$ cat src/rtl/logic_unit_pkg.sv
// Shared types for the arbitrated bitwise logic unit: opcodes, FSM states
// and the opcode field width.
package logic_unit_pkg;

  localparam int OP_W = 3;

  typedef enum logic [OP_W-1:0] {
    OP_AND     = 3'd0,
    OP_OR      = 3'd1,
    OP_NOT     = 3'd2,
    OP_NAND    = 3'd3,
    OP_NOR     = 3'd4,
    OP_XOR     = 3'd5,
    OP_XNOR    = 3'd6,
    OP_ILLEGAL = 3'd7
  } op_e;

  typedef enum logic {
    ST_IDLE = 1'b0,
    ST_RESP = 1'b1
  } state_e;

endpackage

$ cat src/rtl/logic_op_unit.sv
// Combinational bitwise logic unit built from per-bit gate primitives,
// with an opcode mux selecting the result and flagging illegal opcodes.
module logic_op_unit
  import logic_unit_pkg::*;
#(
  parameter int WIDTH = 8
) (
  input  logic [OP_W-1:0]  op,
  input  logic [WIDTH-1:0] a,
  input  logic [WIDTH-1:0] b,
  output logic [WIDTH-1:0] y,
  output logic             err
);

  logic [WIDTH-1:0] y_and;
  logic [WIDTH-1:0] y_or;
  logic [WIDTH-1:0] y_not;
  logic [WIDTH-1:0] y_nand;
  logic [WIDTH-1:0] y_nor;
  logic [WIDTH-1:0] y_xor;
  logic [WIDTH-1:0] y_xnor;

  for (genvar i = 0; i < WIDTH; i++) begin : g_bit
    and  u_and  (y_and[i],  a[i], b[i]);
    or   u_or   (y_or[i],   a[i], b[i]);
    not  u_not  (y_not[i],  a[i]);
    nand u_nand (y_nand[i], a[i], b[i]);
    nor  u_nor  (y_nor[i],  a[i], b[i]);
    xor  u_xor  (y_xor[i],  a[i], b[i]);
    xnor u_xnor (y_xnor[i], a[i], b[i]);
  end

  // Opcode 7 yields a zero result with the error flag raised
  always_comb begin
    y   = '0;
    err = 1'b0;
    case (op_e'(op))
      OP_AND:  y = y_and;
      OP_OR:   y = y_or;
      OP_NOT:  y = y_not;
      OP_NAND: y = y_nand;
      OP_NOR:  y = y_nor;
      OP_XOR:  y = y_xor;
      OP_XNOR: y = y_xnor;
      default: err = 1'b1;
    endcase
  end

endmodule

$ cat src/rtl/logic_unit_arbiter.sv
// Round-robin arbiter sharing one logic_op_unit among NUM_REQ requesters,
// with a registered result stage on a valid/ready response channel.
module logic_unit_arbiter
  import logic_unit_pkg::*;
#(
  parameter  int NUM_REQ = 4,
  parameter  int WIDTH   = 8,
  localparam int ID_W    = $clog2(NUM_REQ)
) (
  input  logic                      clk,
  input  logic                      rst_n,
  input  logic [NUM_REQ-1:0]        req_valid,
  output logic [NUM_REQ-1:0]        req_ready,
  input  logic [NUM_REQ*OP_W-1:0]   req_op,
  input  logic [NUM_REQ*WIDTH-1:0]  req_a,
  input  logic [NUM_REQ*WIDTH-1:0]  req_b,
  output logic                      rsp_valid,
  input  logic                      rsp_ready,
  output logic [ID_W-1:0]           rsp_id,
  output logic [WIDTH-1:0]          rsp_data,
  output logic                      rsp_err
);

  state_e           state_q;
  state_e           state_d;
  logic [ID_W-1:0]  rr_ptr;
  logic [ID_W-1:0]  rr_ptr_d;
  logic [ID_W-1:0]  grant_idx;
  logic [ID_W-1:0]  cand;
  logic             grant_found;
  logic             accept_en;
  logic             handshake;
  logic [OP_W-1:0]  sel_op;
  logic [WIDTH-1:0] sel_a;
  logic [WIDTH-1:0] sel_b;
  logic [WIDTH-1:0] op_y;
  logic             op_err;

  // First valid requester at or after rr_ptr, wrapping modulo NUM_REQ
  always_comb begin
    grant_found = 1'b0;
    grant_idx   = '0;
    cand        = '0;
    for (int k = 0; k < NUM_REQ; k++) begin
      cand = ID_W'((int'(rr_ptr) + k) % NUM_REQ);
      if (!grant_found && req_valid[cand]) begin
        grant_found = 1'b1;
        grant_idx   = cand;
      end
    end
  end

  assign accept_en = (state_q == ST_IDLE) || rsp_ready;
  assign handshake = rst_n && accept_en && grant_found;

  always_comb begin
    req_ready = '0;
    if (handshake) req_ready[grant_idx] = 1'b1;
  end

  always_comb begin
    sel_op = '0;
    sel_a  = '0;
    sel_b  = '0;
    for (int i = 0; i < NUM_REQ; i++) begin
      if (grant_idx == ID_W'(i)) begin
        sel_op = req_op[i*OP_W +: OP_W];
        sel_a  = req_a[i*WIDTH +: WIDTH];
        sel_b  = req_b[i*WIDTH +: WIDTH];
      end
    end
  end

  logic_op_unit #(
    .WIDTH (WIDTH)
  ) u_op_unit (
    .op  (sel_op),
    .a   (sel_a),
    .b   (sel_b),
    .y   (op_y),
    .err (op_err)
  );

  // A grant while draining the output keeps the FSM in RESP for back-to-back results
  always_comb begin
    state_d  = state_q;
    rr_ptr_d = (grant_idx == ID_W'(NUM_REQ - 1)) ? '0 : grant_idx + ID_W'(1);
    case (state_q)
      ST_IDLE: if (handshake) state_d = ST_RESP;
      ST_RESP: if (rsp_ready && !handshake) state_d = ST_IDLE;
      default: state_d = ST_IDLE;
    endcase
  end

  always_ff @(posedge clk or negedge rst_n) begin
    if (!rst_n) begin
      state_q  <= ST_IDLE;
      rr_ptr   <= '0;
      rsp_id   <= '0;
      rsp_data <= '0;
      rsp_err  <= 1'b0;
    end else begin
      state_q <= state_d;
      if (handshake) begin
        rr_ptr   <= rr_ptr_d;
        rsp_id   <= grant_idx;
        rsp_data <= op_y;
        rsp_err  <= op_err;
      end
    end
  end

  assign rsp_valid = (state_q == ST_RESP);

endmodule

$ cat config.mk
export PLATFORM = sky130hd
export DESIGN_NAME = logic_unit_arbiter
export DESIGN_NICKNAME = d
export VERILOG_FILES = /design/src/rtl/logic_unit_pkg.sv /design/src/rtl/logic_op_unit.sv /design/src/rtl/logic_unit_arbiter.sv
export SDC_FILE = /design/constraint.sdc
export NUM_CORES = 1
export LEC_CHECK = 0
export BUFFER_PORTS_ARGS = -buffer_cell sky130_fd_sc_hd__buf_4
export CORE_ASPECT_RATIO = 1.75
export CORE_MARGIN = 4
export CORE_UTILIZATION = 45
export DETAILED_ROUTE_END_ITERATION = 10
export GPL_ROUTABILITY_DRIVEN = 0
export HOLD_SLACK_MARGIN = 0.05
export PLACE_DENSITY = 0.78
export SYNTH_ARGS = -nofsm -noshare
export SYNTH_HDL_FRONTEND = slang
export SYNTH_SLANG_ARGS = --single-unit
$ cat constraint.sdc
create_clock -name clk -period 6.9 [get_ports clk]
set_input_delay 1.035 -clock clk [delete_from_list [all_inputs] [get_ports clk]]
set_output_delay 1.035 -clock clk [all_outputs]
set_load 0.01 [all_outputs]
# After elaboration in Yosys (flattened, before gate mapping)
# Cells that the tools add are included.
[classes]
n_reduce_logical = 15
n_addsub = 4
eq_ne = 9
n_lt_le_gt_ge = 6
n_mux = 37
bitwise = 57
[op_table]
columns = ["op", "count"]
rows = [
  ["$mux W8", 8],
  ["$pmux W8 S7", 1],
  ["$not A1 Y1", 25],
  ["$lt A2 B3 Y1 const B", 5],
  ["$mux W1", 12],
  ["$mux W3", 4],
  ["$mux W2", 5],
  ["$eq A3 B3 Y1 const B", 3],
  ["$and A1 B1 Y1", 8],
  ["$bmux W1 S2", 4],
  ["$or A1 B1 Y1", 8],
  ["$xnor A1 B1 Y1", 8],
  ["$xor A1 B1 Y1", 8],
  ["$logic_and A1 B1 Y1", 7],
  ["$reduce_or A7 Y1", 1],
  ["$eq A3 B2 Y1 const B", 2],
  ["$add A2 B1 Y2 const B", 2],
  ["$add A2 B2 Y2 const B", 2],
  ["$eq A2 B2 Y1 const B", 2],
  ["$logic_not A1 Y1", 4],
  ["$mux W4", 1],
  ["$eq A3 B1 Y1 const B", 1],
  ["$logic_not A3 Y1", 1],
  ["$demux W1 S2", 1],
  ["5 further kinds", 5],
]
[word_totals]
reg_bits = 14
output_inout_bits = 16

# Depth between registers and ports, before layout
# Gate-level depths: netlist of run 1.
[logic_depth]
depth_word = 20
ltp_mapped = 18
ltp_nobuf = 16

# Hierarchy
# Synthesis of run 1 repeated with hierarchy kept, for this count alone.
[hier_totals]
hier_cells = 271
area_unflattened_um2 = 2114.5
[by_module_without_submodules]
columns = ["module", "instances", "area_per_inst_um2", "cells_per_inst", "seq_area_each_um2"]
rows = [
  ["logic_unit_arbiter", 1, 1328.8, 151, 350.3],
  ["logic_op_unit", 1, 785.8, 120, 0.0],
]

# Worst setup path after synthesis of run 1
# OpenSTA, ideal clock, no wires.
[synth_path]
path_type = "input to register"
start = "input port req_valid[0]"
end = "register rsp_data[2]"
setup_ns = 0.126
setup_slack_ns = 3.152
arrival_ns = 3.621
required_time_ns = 6.774
path_stages = 16
cell_sequence = "nor3b_1 -> a211oi_1 -> ha_1 -> buf_6 -> buf_4 -> clkbuf_1 -> nand3b_1 -> a21oi_1 -> a21oi_1 -> nor2_1 -> a21oi_1 -> inv_1 -> ha_1 -> a21oi_1 -> o211ai_1 -> a221o_1"
[synth_via]
elab_chain_len = 20
word_cells_on_any_way = 54
[synth_rtl]
columns = ["item", "line", "source"]
rows = [
  ["start, declared", "logic_unit_arbiter.sv:12", "input logic [NUM_REQ-1:0] req_valid,"],
  ["$bmux W1 S2", "logic_unit_arbiter.sv:46", "if (!grant_found && req_valid[cand]) begin"],
  ["$mux W1 (implied by the code)", "logic_unit_arbiter.sv:46", ""],
  ["$mux W1", "logic_unit_arbiter.sv:46", ""],
  ["$logic_not A1 Y1", "logic_unit_arbiter.sv:46", ""],
  ["$logic_and A1 B1 Y1", "logic_unit_arbiter.sv:46", ""],
  ["$mux W1", "logic_unit_arbiter.sv:46", ""],
  ["$logic_not A1 Y1", "logic_unit_arbiter.sv:46", ""],
  ["$logic_and A1 B1 Y1", "logic_unit_arbiter.sv:46", ""],
  ["[2 not listed]", "n/a", ""],
  ["$logic_and A1 B1 Y1", "logic_unit_arbiter.sv:46", ""],
  ["$mux W2 (*)", "logic_unit_arbiter.sv:46", ""],
  ["named net grant_idx[0]", "logic_unit_arbiter.sv:28", "logic [ID_W-1:0] grant_idx;"],
  ["$logic_not A2 Y1", "logic_unit_arbiter.sv:66", "if (grant_idx == ID_W'(i)) begin"],
  ["$mux W8 (4 in series)", "logic_unit_arbiter.sv:66", ""],
  ["$or A1 B1 Y1 / $and A1 B1 Y1 (equally long branches)", "n/a", ""],
  ["$not A1 Y1 (on tied branches)", "logic_op_unit.sv:28, logic_op_unit.sv:27", ""],
  ["$pmux W8 S7 (*)", "logic_op_unit.sv:37", "case (op_e'(op))"],
  ["end signal, assigned", "logic_unit_arbiter.sv:107", "rsp_data <= op_y;"],
  ["end, declared", "logic_unit_arbiter.sv:20", "output logic [WIDTH-1:0] rsp_data,"],
]
# Mark *: on every way through the listed nets, which the timed path passes. The rest lies on a longest branch. The select of a mux whose other input is x is not followed.
# A chain may end at the register's enable or synchronous reset.

# Worst setup path after layout of run 1
# Ends and elaborated chain as after synthesis.

==> flow_metrics.py, run 1 <==
metrics = {
    "outcome": {
        "status": "completed",
    },
    "yosys": {
        "synth_area_leaders": "dfrtp_1, ha_1, a21oi_1",
        "synth_area_leader_cell": "dfrtp_1",
        "yosysSeqAreaShare_pct": 16.18,
        "async_flop_share_pct": 100.0,
        "yosysTopAreaCellShare_pct": 16.18,
        "syn_nets": 402,
        "synth_top_family_by_area": "compound AO/OA/AOI/OAI gates",
        "avgSynthCellArea_um2": 7.244,
        "synth-simple-area-share_pct": 23.92,
        "synth_compound_area_share_pct": 37.84,
        "synth_area_mm2": 0.002166,
        "synth-xor-area-share_pct": 0,
        "synth-seq-cells": 14,
        "synthAdderAreaFrac_pct": 11.55,
        "yosysUniqueCellTypes": 50,
        "synth.area.mux_share_pct": 0.4622,
        "ys.flop_type": "dfrtp_1",
        "ys_warn_count": 0,
        "synthCells": 299,
        "synth_edf_count": 0,
    },
    "floorplan": {
        "die_w_um": 60.44,
        "dieArea_mm2": 0.006030,
        "core_mm2": 0.004666,
        "rows": 33,
        "start_util_pct": 46.42,
        "fp.dieH_um": 99.78,
        "io_pins": 99,
    },
    "layout": {
        "fin_util_pct": 62.11,
        "num_antenna_cells": 0,
        "drive_above_1_share_pct": 30.97,
        "area_growth_pct": 33.80,
        "fin_area_mm2": 0.002898,
        "nets": 485,
        "stdcell_count": 433,
    },
    "sta": {
        "slew_violations": 0,
        "fin_crit_sh_pct": 63.88,
        "hold_viol": 0,
        "final-setup-viol-count": 0,
        "skew_ns": 0.0008604,
        "rsz0062_at_grt": "false",
        "worst_pin_slew_ns": 1.172,
        "fmax_mhz": 226.9,
        "fin_setup_tns_ns": 0,
        "post-route-worst-setup-slack_ns": 2.493,
        "period_needed_ns": 4.407,
        "maxSlewHeadroom_pct": 21.86,
    },
    "drt": {
        "drtAntennaViolNets": 0,
        "vias": 2425,
        "route.detailed.wl_per_inst_um": 15.10,
        "wirelength_um": 6538,
        "first_pass_iters": 4,
        "routed_via_density": 5.600,
        "drtIter0Drc": 75,
        "route.detailed.drc": 0,
    },
    "setup_path": {
        "path_buf_inv": 2,
        "crit_family": "compound AO/OA/AOI/OAI gates",
        "worstPathCellList": "buf_4 > nor3b_1 > a211oi_1 > inv_1 > ha_1 > nor2_2 > a311o_1 > nor2_1 > o21ai_0 > o211ai_1 > a221o_1",
        "cp_max_fo": 32,
        "reg2reg_depth": 10,
        "worst_ep_arrival_time_ns": 4.55,
        "cp_slowest_stage_delay_ns": 1.01,
        "crit_path_end_kind": "flip-flop",
        "path_depth": 11,
        "crit_required_ns": 7.04,
        "cp-start-kind": "input port",
        "crit_type": "in -> reg",
        "crit_slowest_cell": "a311o_1",
    },
    "placement": {
        "placed_area_mm2": 0.002843,
        "dp_slack_ns": 2.295,
        "io_buffer_count": 98,
        "dp_cells": 429,
        "dp_hpwl_um": 5213,
    },
    "grt": {
        "grt_max_degree": 38,
        "grt_pass1_vias": 2290,
        "gr-total-overflow": 0,
        "antenna_found_initial": 0,
        "grt_pass1_wl_um": 10490,
        "grt.total_usage_pct": 22.08,
    },
    "clocking": {
        "clkTransAtPathRegs_ns": 0.06,
        "numCtsBuffers": 3,
        "cts_hold_buf": 0,
        "post_cts_resize_count": 0,
        "cts_tree": "built",
        "cts_max_level": 1,
        "numClockSinks": 14,
        "clock_latency_ns": 0.26,
        "post-cts-setup-buffers": 0,
        "cts-root-buf": "clkbuf_8",
        "clockBufferDepth": 2,
    },
    "power_and_ir_drop": {
        "p_leak_uw": 0.001391,
        "irDropWorstVdd_mv": 0.2693,
        "cellPowerDensity_mw_per_mm2": 407.9,
    },
    "worst_hold_path": {
        "hold_path_class": "reg -> reg",
        "holdPathStages": 2,
    },
    "flow_run": {
        "drv_cap": 0,
    },
}
==> final cells by class <==
class | count | area [um2]
fill | 457 | 1768
multi-input combinational | 241 | 1598
timing repair buffer | 99 | 743.2
sequential | 14 | 350.3
inverter | 23 | 86.33
tap | 52 | 65.06
clock buffer | 4 | 55.05
==> worst paths after layout <==
kind                       slack (ns)    startpoint           to
max                              2.49  req_valid[0]  rsp_data[2]
max in group asynchronous        6.09         rst_n  rsp_data[4]
min                              0.49     rsp_id[1]    rsp_id[1]
max reg2reg                      2.91     rr_ptr[1]  rsp_data[2]
min in group asynchronous        0.62         rst_n    rsp_id[1]
min reg2reg                      0.49     rsp_id[1]    rsp_id[1]
==> registers in the layout (all words and copies together) (netlist names) <==
register	flops
rsp_data	8
rr_ptr	2
rsp_id	2
rsp_err	1
rsp_valid	1
==> logic make-up after synthesis <==
family / Yosys count
flip-flops: 14
AO/OA/AOI/OAI: 116
buffers and inverters: 44
AND/OR/NAND/NOR: 104
multiplexers: 1
adder cells (fa/ha/maj): 20
==> through the flow <==
stage / total power, uW / hold WS (ns)
floorplan: 887.5 / 0.4932
global placement: 1055 / 0.4696
detailed placement: 1083 / 0.4765
CTS: 1176 / 0.4908
global route: 1313 / 0.5233
finish: 1182 / 0.4895
==> power by group <==
part | leakage [uW] | switching, uW | internal (uW) | total [uW]
Sequential | 0.000175 | 23.2 | 116 | 139
Combinational | 0.00119 | 565 | 392 | 957
Clock | 0.0000288 | 34.5 | 50.8 | 85.3
Total | 0.00139 | 623 | 559 | 1180
==> per-layer routing <==
layer	vias up	share of wire (%)	track usage, %
li1	1249	-	-
met1	1097	40	27.29
met2	72	54	39.50
met3	7	4.7	1.416
met4	0	1.4	6.845
met5	-	0	0
==> worst register-to-register path: stages, from the launching register on <==
cell and delay (ns):
dfrtp_1 0.45, mux2i_1 0.15, a211oi_1 0.51, inv_1 0.17, ha_1 0.52, nor2_2 0.41, a311o_1 1.01, nor2_1 0.11
o21ai_0 0.13, o211ai_1 0.11, a221o_1 0.32
==> synthesized netlist by cell type, types with 5 or more instances <==
library cell / count
ha_1: 20
nand2_1: 43
inv_1: 22
nor3_1: 5
o21ai_0: 14
a221o_1: 5
and2_1: 9
a21oi_1: 38
nor2_1: 19
o211ai_1: 24
clkbuf_1: 7
dfrtp_1: 14
nand3b_1: 9
o221ai_1: 6
buf_4: 5
==> placed cells by master, fill, tap and decap left out, types with 2 or more instances in the layout <==
cell and count:
nor3b_1 2, o221ai_1 6, a21oi_1 38, nand2b_1 4, dfrtp_1 14, a221o_1 5
ha_1 20, nand3_1 4, o21ai_2 4, o21ai_0 14, a211oi_1 2, clkbuf_8 4
nor2b_1 2, nand2_1 43, o21ai_1 3, nand3b_1 9, buf_4 99, nor2_2 2
and2_1 9, o211ai_1 24, nor3_1 5, inv_1 22, a22oi_1 2, a32oi_1 2
o31ai_1 2, nor2_1 19
Note: power is estimated with default switching activity, not from simulation.
==> inputs of run 2 (changes only) <==
CORE_UTILIZATION = 44   (was 45)
PLACE_DENSITY = 0.8   (was 0.78)
clock period = 3.7 ns   (was 6.9 ns; I/O delays follow)
==> flow_metrics.py, run 2 (synthesized netlist as in run 1, its figures left out) <==
metrics = {
    "outcome": {
        "status": "completed",
    },
    "drt": {
        "drtAntennaViolNets": 0,
        "drtIter0Drc": 90,
        "routed_via_density": 5.830,
        "first_pass_iters": 5,
        "route.detailed.drc": 0,
        "wirelength_um": 6745,
        "vias": 2577,
        "route.detailed.wl_per_inst_um": 15.26,
    },
    "setup_path": {
        "cp_max_fo": 15,
        "r2r-end": "rsp_data[1]",
        "worst_ep_arrival_time_ns": 3.50,
        "cp-start-kind": "flip-flop",
        "reg2reg_from": "rr_ptr[1]",
        "crit_path_end_kind": "flip-flop",
        "crit_required_ns": 3.83,
        "path_depth": 12,
        "reg2reg_depth": 12,
        "crit_family": "compound AO/OA/AOI/OAI gates",
        "worstPathCellList": "a21oi_1 > o21a_1 > o22ai_1 > ha_1 > buf_4 > nand2_1 > o211ai_1 > o221ai_1 > ha_1 > o21ai_0 > o21ai_0 > a221o_1",
        "cp_slowest_stage_delay_ns": 0.44,
        "path_buf_inv": 1,
        "reg2reg_slack_ns": 0.33,
        "crit_slowest_cell": "dfrtp_1",
        "crit_type": "reg -> reg",
    },
    "sta": {
        "post-route-worst-setup-slack_ns": 0.3258,
        "maxSlewHeadroom_pct": 49.20,
        "skew_ns": 0.001132,
        "slew_violations": 0,
        "rsz0062_at_grt": "false",
        "fin_hold_ws_ns": 0.1498,
        "fmax_mhz": 296.4,
        "period_needed_ns": 3.374,
        "final-setup-viol-count": 0,
        "fin_crit_sh_pct": 91.19,
        "worst_pin_slew_ns": 0.7613,
        "hold_viol": 0,
        "fin_setup_tns_ns": 0,
    },
    "layout": {
        "multi_input_area_mm2": 0.001598,
        "top_register": "rsp_data",
        "seqCellArea_um2": 350.3,
        "layout_common_cells": "buf_4, nand2_1, a21oi_1, o211ai_1, inv_1",
        "nFillCells": 439,
        "layout_commonest_cell": "buf_4",
        "num_antenna_cells": 0,
        "largest_reg_flops": 8,
        "area_growth_pct": 37.20,
        "reg_top3": "rsp_data (8), rr_ptr (2), rsp_id (2)",
        "nets": 495,
        "fin_area_mm2": 0.002972,
        "drive_above_1_share_pct": 32.56,
    },
    "power_and_ir_drop": {
        "p_leak_uw": 0.001437,
        "cellPowerDensity_mw_per_mm2": 759.2,
        "p_seq_share_pct": 11.4,
        "p_clk_share_pct": 5.6,
        "combPwrFrac_pct": 83.0,
        "p_switching_uw": 1176,
        "p_int_uw": 1080,
        "swShare_pct": 52.14,
        "irDropWorstVdd_mv": 0.6829,
    },
    "floorplan": {
        "start_util_pct": 46.01,
        "io_pins": 99,
        "die_w_um": 61.04,
        "dieArea_mm2": 0.006153,
        "rows": 33,
        "core_mm2": 0.004707,
        "fp.dieH_um": 100.8,
    },
    "clocking": {
        "cts_max_level": 1,
        "cts_tree": "built",
        "clock_latency_ns": 0.25,
        "post_cts_resize_count": 0,
        "cts-root-buf": "clkbuf_8",
        "clockBufferDepth": 2,
        "numClockSinks": 14,
        "cts_hold_buf": 0,
        "numCtsBuffers": 3,
        "post-cts-setup-buffers": 0,
        "clkTransAtPathRegs_ns": 0.06,
    },
    "grt": {
        "grt.total_usage_pct": 22.51,
        "grt_pass1_wl_um": 10850,
        "grt_max_degree": 40,
        "antenna_found_initial": 0,
        "gr-total-overflow": 0,
        "grt_pass1_vias": 2464,
    },
    "worst_hold_path": {
        "hold_path_class": "in -> async",
    },
    "placement": {
        "io_buffer_count": 98,
        "placed_area_mm2": 0.002930,
        "dp_slack_ns": 0.1845,
        "dp_hpwl_um": 5496,
    },
    "flow_run": {
        "drv_cap": 0,
    },
}
-- run 2: power groups by stage --
stage | clock network (uW) | logic [uW] | registers, uW
global route | 132 | 2110 | 266
CTS | 127 | 1860 | 258
detailed placement | 0 | 1850 | 260
floorplan | 0 | 1380 | 278
finish | 127 | 1870 | 256
global placement | 0 | 1790 | 259
-- run 2: layer usage --
metal | global-route usage (%) | up-vias | routed length (um)
met5 | 0 | - | 0
met4 | 11.19 | 0 | 269
met1 | 25.65 | 1175 | 2380
met2 | 39.48 | 113 | 3621
met3 | 2.436 | 20 | 474
li1 | - | 1269 | -
-- run 2: worst max-delay path by stage --
| stage | from | slack [ns] | to |
|---|---|---|---|
| 2_1_floorplan | req_valid[0] | 0.43 | rsp_data[2] |
| 3_3_place_gp | req_valid[0] | 0.26 | rsp_data[1] |
| 3_5_place_dp | req_valid[0] | 0.18 | rsp_data[1] |
| 4_1_cts | rr_ptr[1] | 0.36 | rsp_data[1] |
| 5_1_grt | rr_ptr[1] | 0.14 | rsp_data[1] |
| 6_report | rr_ptr[1] | 0.33 | rsp_data[1] |
-- run 2: final cells by class --
class	instances	area share [%]
multi-input cells	241	53.77
repair buffers	109	27.96
flip-flops and latches	14	11.79
inverters	23	2.905
well taps	52	2.189
clock buffers	3	1.389
-- run 2: worst register-to-register path, delay by kind of cell, from the launching register on --
family / cells / cell delay (ns)
flops: 1 / 0.44
fa+ha+maj: 2 / 0.76
simple gates: 1 / 0.07
compound gates: 8 / 1.71
buf+inv: 1 / 0.28
-- run 2: metrics by stage --
stage / power, uW / std cells / utilization [%]
after floorplan: 1655 / 299 / -
after global placement: 2052 / 439 / 62.25
after detailed placement: 2111 / 439 / 62.25
after CTS: 2249 / 442 / 63.13
after global routing: 2504 / 442 / 63.13
final: 2256 / 442 / 63.13
==> inputs of run 3 (changes only) <==
ABC_AREA = 1   (was not set)
CORE_UTILIZATION = 45   (was 44)
PLACE_DENSITY = 0.78   (was 0.8)
==> flow_metrics.py, run 3 <==
metrics = {
    "drt": {
        "first_pass_iters": 5,
        "drtAntennaViolNets": 0,
        "vias": 3204,
        "route.detailed.wl_per_inst_um": 13.99,
        "route.detailed.drc": 0,
        "routed_via_density": 5.270,
        "drtIter0Drc": 196,
        "wirelength_um": 8503,
    },
    "yosys": {
        "yosysTopAreaCellShare_pct": 23.00,
        "synthCells": 446,
        "yosysSeqAreaShare_pct": 13.33,
        "yosys.cell_count.top_type": "nand2_1",
        "yosysUniqueCellTypes": 30,
        "netlist_top_cells_count": "nand2_1, inv_1, nor2_1",
        "synth_area_leaders": "nand2_1, dfrtp_1, ha_1",
        "synth_area_mm2": 0.002628,
        "syn_nets": 549,
        "synth_area_leader_cell": "nand2_1",
        "synth_edf_count": 0,
        "synth-seq-cells": 14,
        "ys_warn_count": 0,
        "ys.flop_type": "dfrtp_1",
        "async_flop_share_pct": 100.0,
        "avgSynthCellArea_um2": 5.891,
    },
    "sta": {
        "period_needed_ns": 3.343,
        "worst_pin_slew_ns": 0.3598,
        "slew_violations": 0,
        "skew_ns": 0.001019,
        "hold_viol": 0,
        "fmax_mhz": 299.1,
        "final-setup-viol-count": 0,
        "rsz0062_at_grt": "false",
        "fin_setup_tns_ns": 0,
        "fin_crit_sh_pct": 90.36,
        "maxSlewHeadroom_pct": 75.99,
    },
    "clocking": {
        "cts_tree": "built",
        "clock_latency_ns": 0.25,
        "cts-root-buf": "clkbuf_8",
        "numCtsBuffers": 3,
        "clockBufferDepth": 2,
        "numClockSinks": 14,
        "cts_max_level": 1,
        "clkTransAtPathRegs_ns": 0.06,
    },
    "layout": {
        "fin_util_pct": 61.67,
        "seqCellArea_um2": 351.6,
        "num_antenna_cells": 0,
        "stdcell_count": 608,
        "layout_common_cells": "nand2_1, buf_4, inv_1, nor2_1, nand4_1",
        "layout_commonest_cell": "nand2_1",
        "area_growth_pct": 32.14,
        "nets": 636,
        "largest_reg_flops": 8,
        "multi_input_area_mm2": 0.001912,
        "drive_above_1_share_pct": 29.70,
        "top_register": "rsp_data",
        "reg_top3": "rsp_data (8), rr_ptr (2), rsp_id (2)",
        "nFillCells": 532,
    },
    "grt": {
        "grt_pass1_wl_um": 13570,
        "grt.total_usage_pct": 23.41,
        "grt_pass1_vias": 3078,
        "antenna_found_initial": 0,
        "grt_max_degree": 29,
        "gr-total-overflow": 0,
    },
    "placement": {
        "dp_cells": 603,
        "dp_hpwl_um": 6498,
        "io_buffer_count": 98,
    },
    "floorplan": {
        "rows": 36,
        "die_w_um": 65.76,
        "core_mm2": 0.005630,
        "fp.dieH_um": 109.1,
        "dieArea_mm2": 0.007173,
        "io_pins": 99,
        "start_util_pct": 46.67,
    },
    "worst_hold_path": {
        "hold_path_class": "in -> async",
    },
    "setup_path": {
        "crit_start": "rr_ptr[0]",
        "crit_required_ns": 3.89,
        "reg2reg_slack_ns": 0.36,
        "crit_type": "reg -> reg",
        "cp_max_fo": 28,
        "worst_ep_arrival_time_ns": 3.54,
        "cp-start-kind": "flip-flop",
        "reg2reg_from": "rr_ptr[0]",
        "crit_path_end_kind": "flip-flop",
    },
    "flow_run": {
        "drv_cap": 0,
    },
    "outcome": {
        "status": "completed",
    },
}
run 3: cell count changes after synthesis, sizes merged, moves of 8 or more:
cell,previous run,this run
nand3,4,32
nand3b,10,0
nor2,21,38
o211ai,25,0
a21oi,38,23
nand2,44,169
and2,9,1
inv,23,56
buf,14,22
o21a,1,9
nand4,0,32
run 3: cell families (layout without fill, tap and decap cells):
logic type               Yosys count  in the layout  share of synthesized area (%)
adder cells (fa/ha/maj)           20             20                          9.524
buffers and inverters             82            168                          15.43
XOR/XNOR                           1              1                         0.3334
AND/OR/NAND/NOR                  280            280                          50.33
flip-flops                        14             14                          13.33
AO/OA/AOI/OAI                     49             49                          11.05
run 3: stage by stage:
stage	worst slack [ns]	hold WS (ns)	instance area, um2
2_1_floorplan	0.5761	0.2594	2628
3_3_place_gp	0.2397	0.4168	3368
3_5_place_dp	0.08623	0.4193	3368
4_1_cts	0.1362	0.1548	3423
5_1_grt	0.01274	0.1583	3472
6_report	0.3568	0.1486	3472
run 3: worst max-delay path: stages (launching register included):
cell,delay (ns)
dfrtp_2,0.46
buf_2,0.19
o21ai_2,0.19
nand2_1,0.07
o21ai_1,0.13
inv_2,0.06
nand2_2,0.09
inv_1,0.05
nand3_1,0.08
nand3_2,0.12
inv_1,0.10
ha_1,0.19
buf_12,0.18
inv_4,0.08
nand3_1,0.07
nand2_1,0.10
nand2_1,0.17
nand2_8,0.16
nor2_8,0.31
nand3_1,0.12
nand2_1,0.08
nor2_1,0.05
nand2_1,0.08
nand2_1,0.06
nand2_1,0.06
run 3: area by class of cell:
| cell class | count | area share, % |
|---|---|---|
| inverter | 56 | 6.126 |
| sequential | 14 | 10.13 |
| tap | 76 | 2.739 |
| clock buffer | 4 | 1.586 |
| timing repair buffer | 108 | 24.36 |
| multi-input combinational | 350 | 55.06 |
run 3: metal layers:
metal / share of wire, % / up-vias / global-route usage (%)
li1: - / 1588 / -
met1: 34 / 1469 / 24.40
met2: 56 / 120 / 45.66
met3: 5.5 / 27 / 1.959
met4: 3.9 / 0 / 10.39
met5: 0 / - / 0
run 3: final timing paths:
path | to | cells past startpoint
min in group clk | rsp_data[1] | 2
max in group asynchronous | rr_ptr[0] | 1
min reg2reg | rsp_data[1] | 2
max | rsp_data[3] | 24
min | rsp_data[3] | 1
max reg2reg | rsp_data[3] | 24
run 3: timing repair:
action                                 4_1_cts  5_1_grt
setup buffers                                0        1
endpoints found under the hold margin        0        0
setup endpoints to repair                    0        8
hold buffers                                 0        0
gates resized for setup                      0       12
Power of run 3 is left out: the tool's default activity adds up to more than one toggle a clock period on the data nets, which glitch-free logic cannot reach.
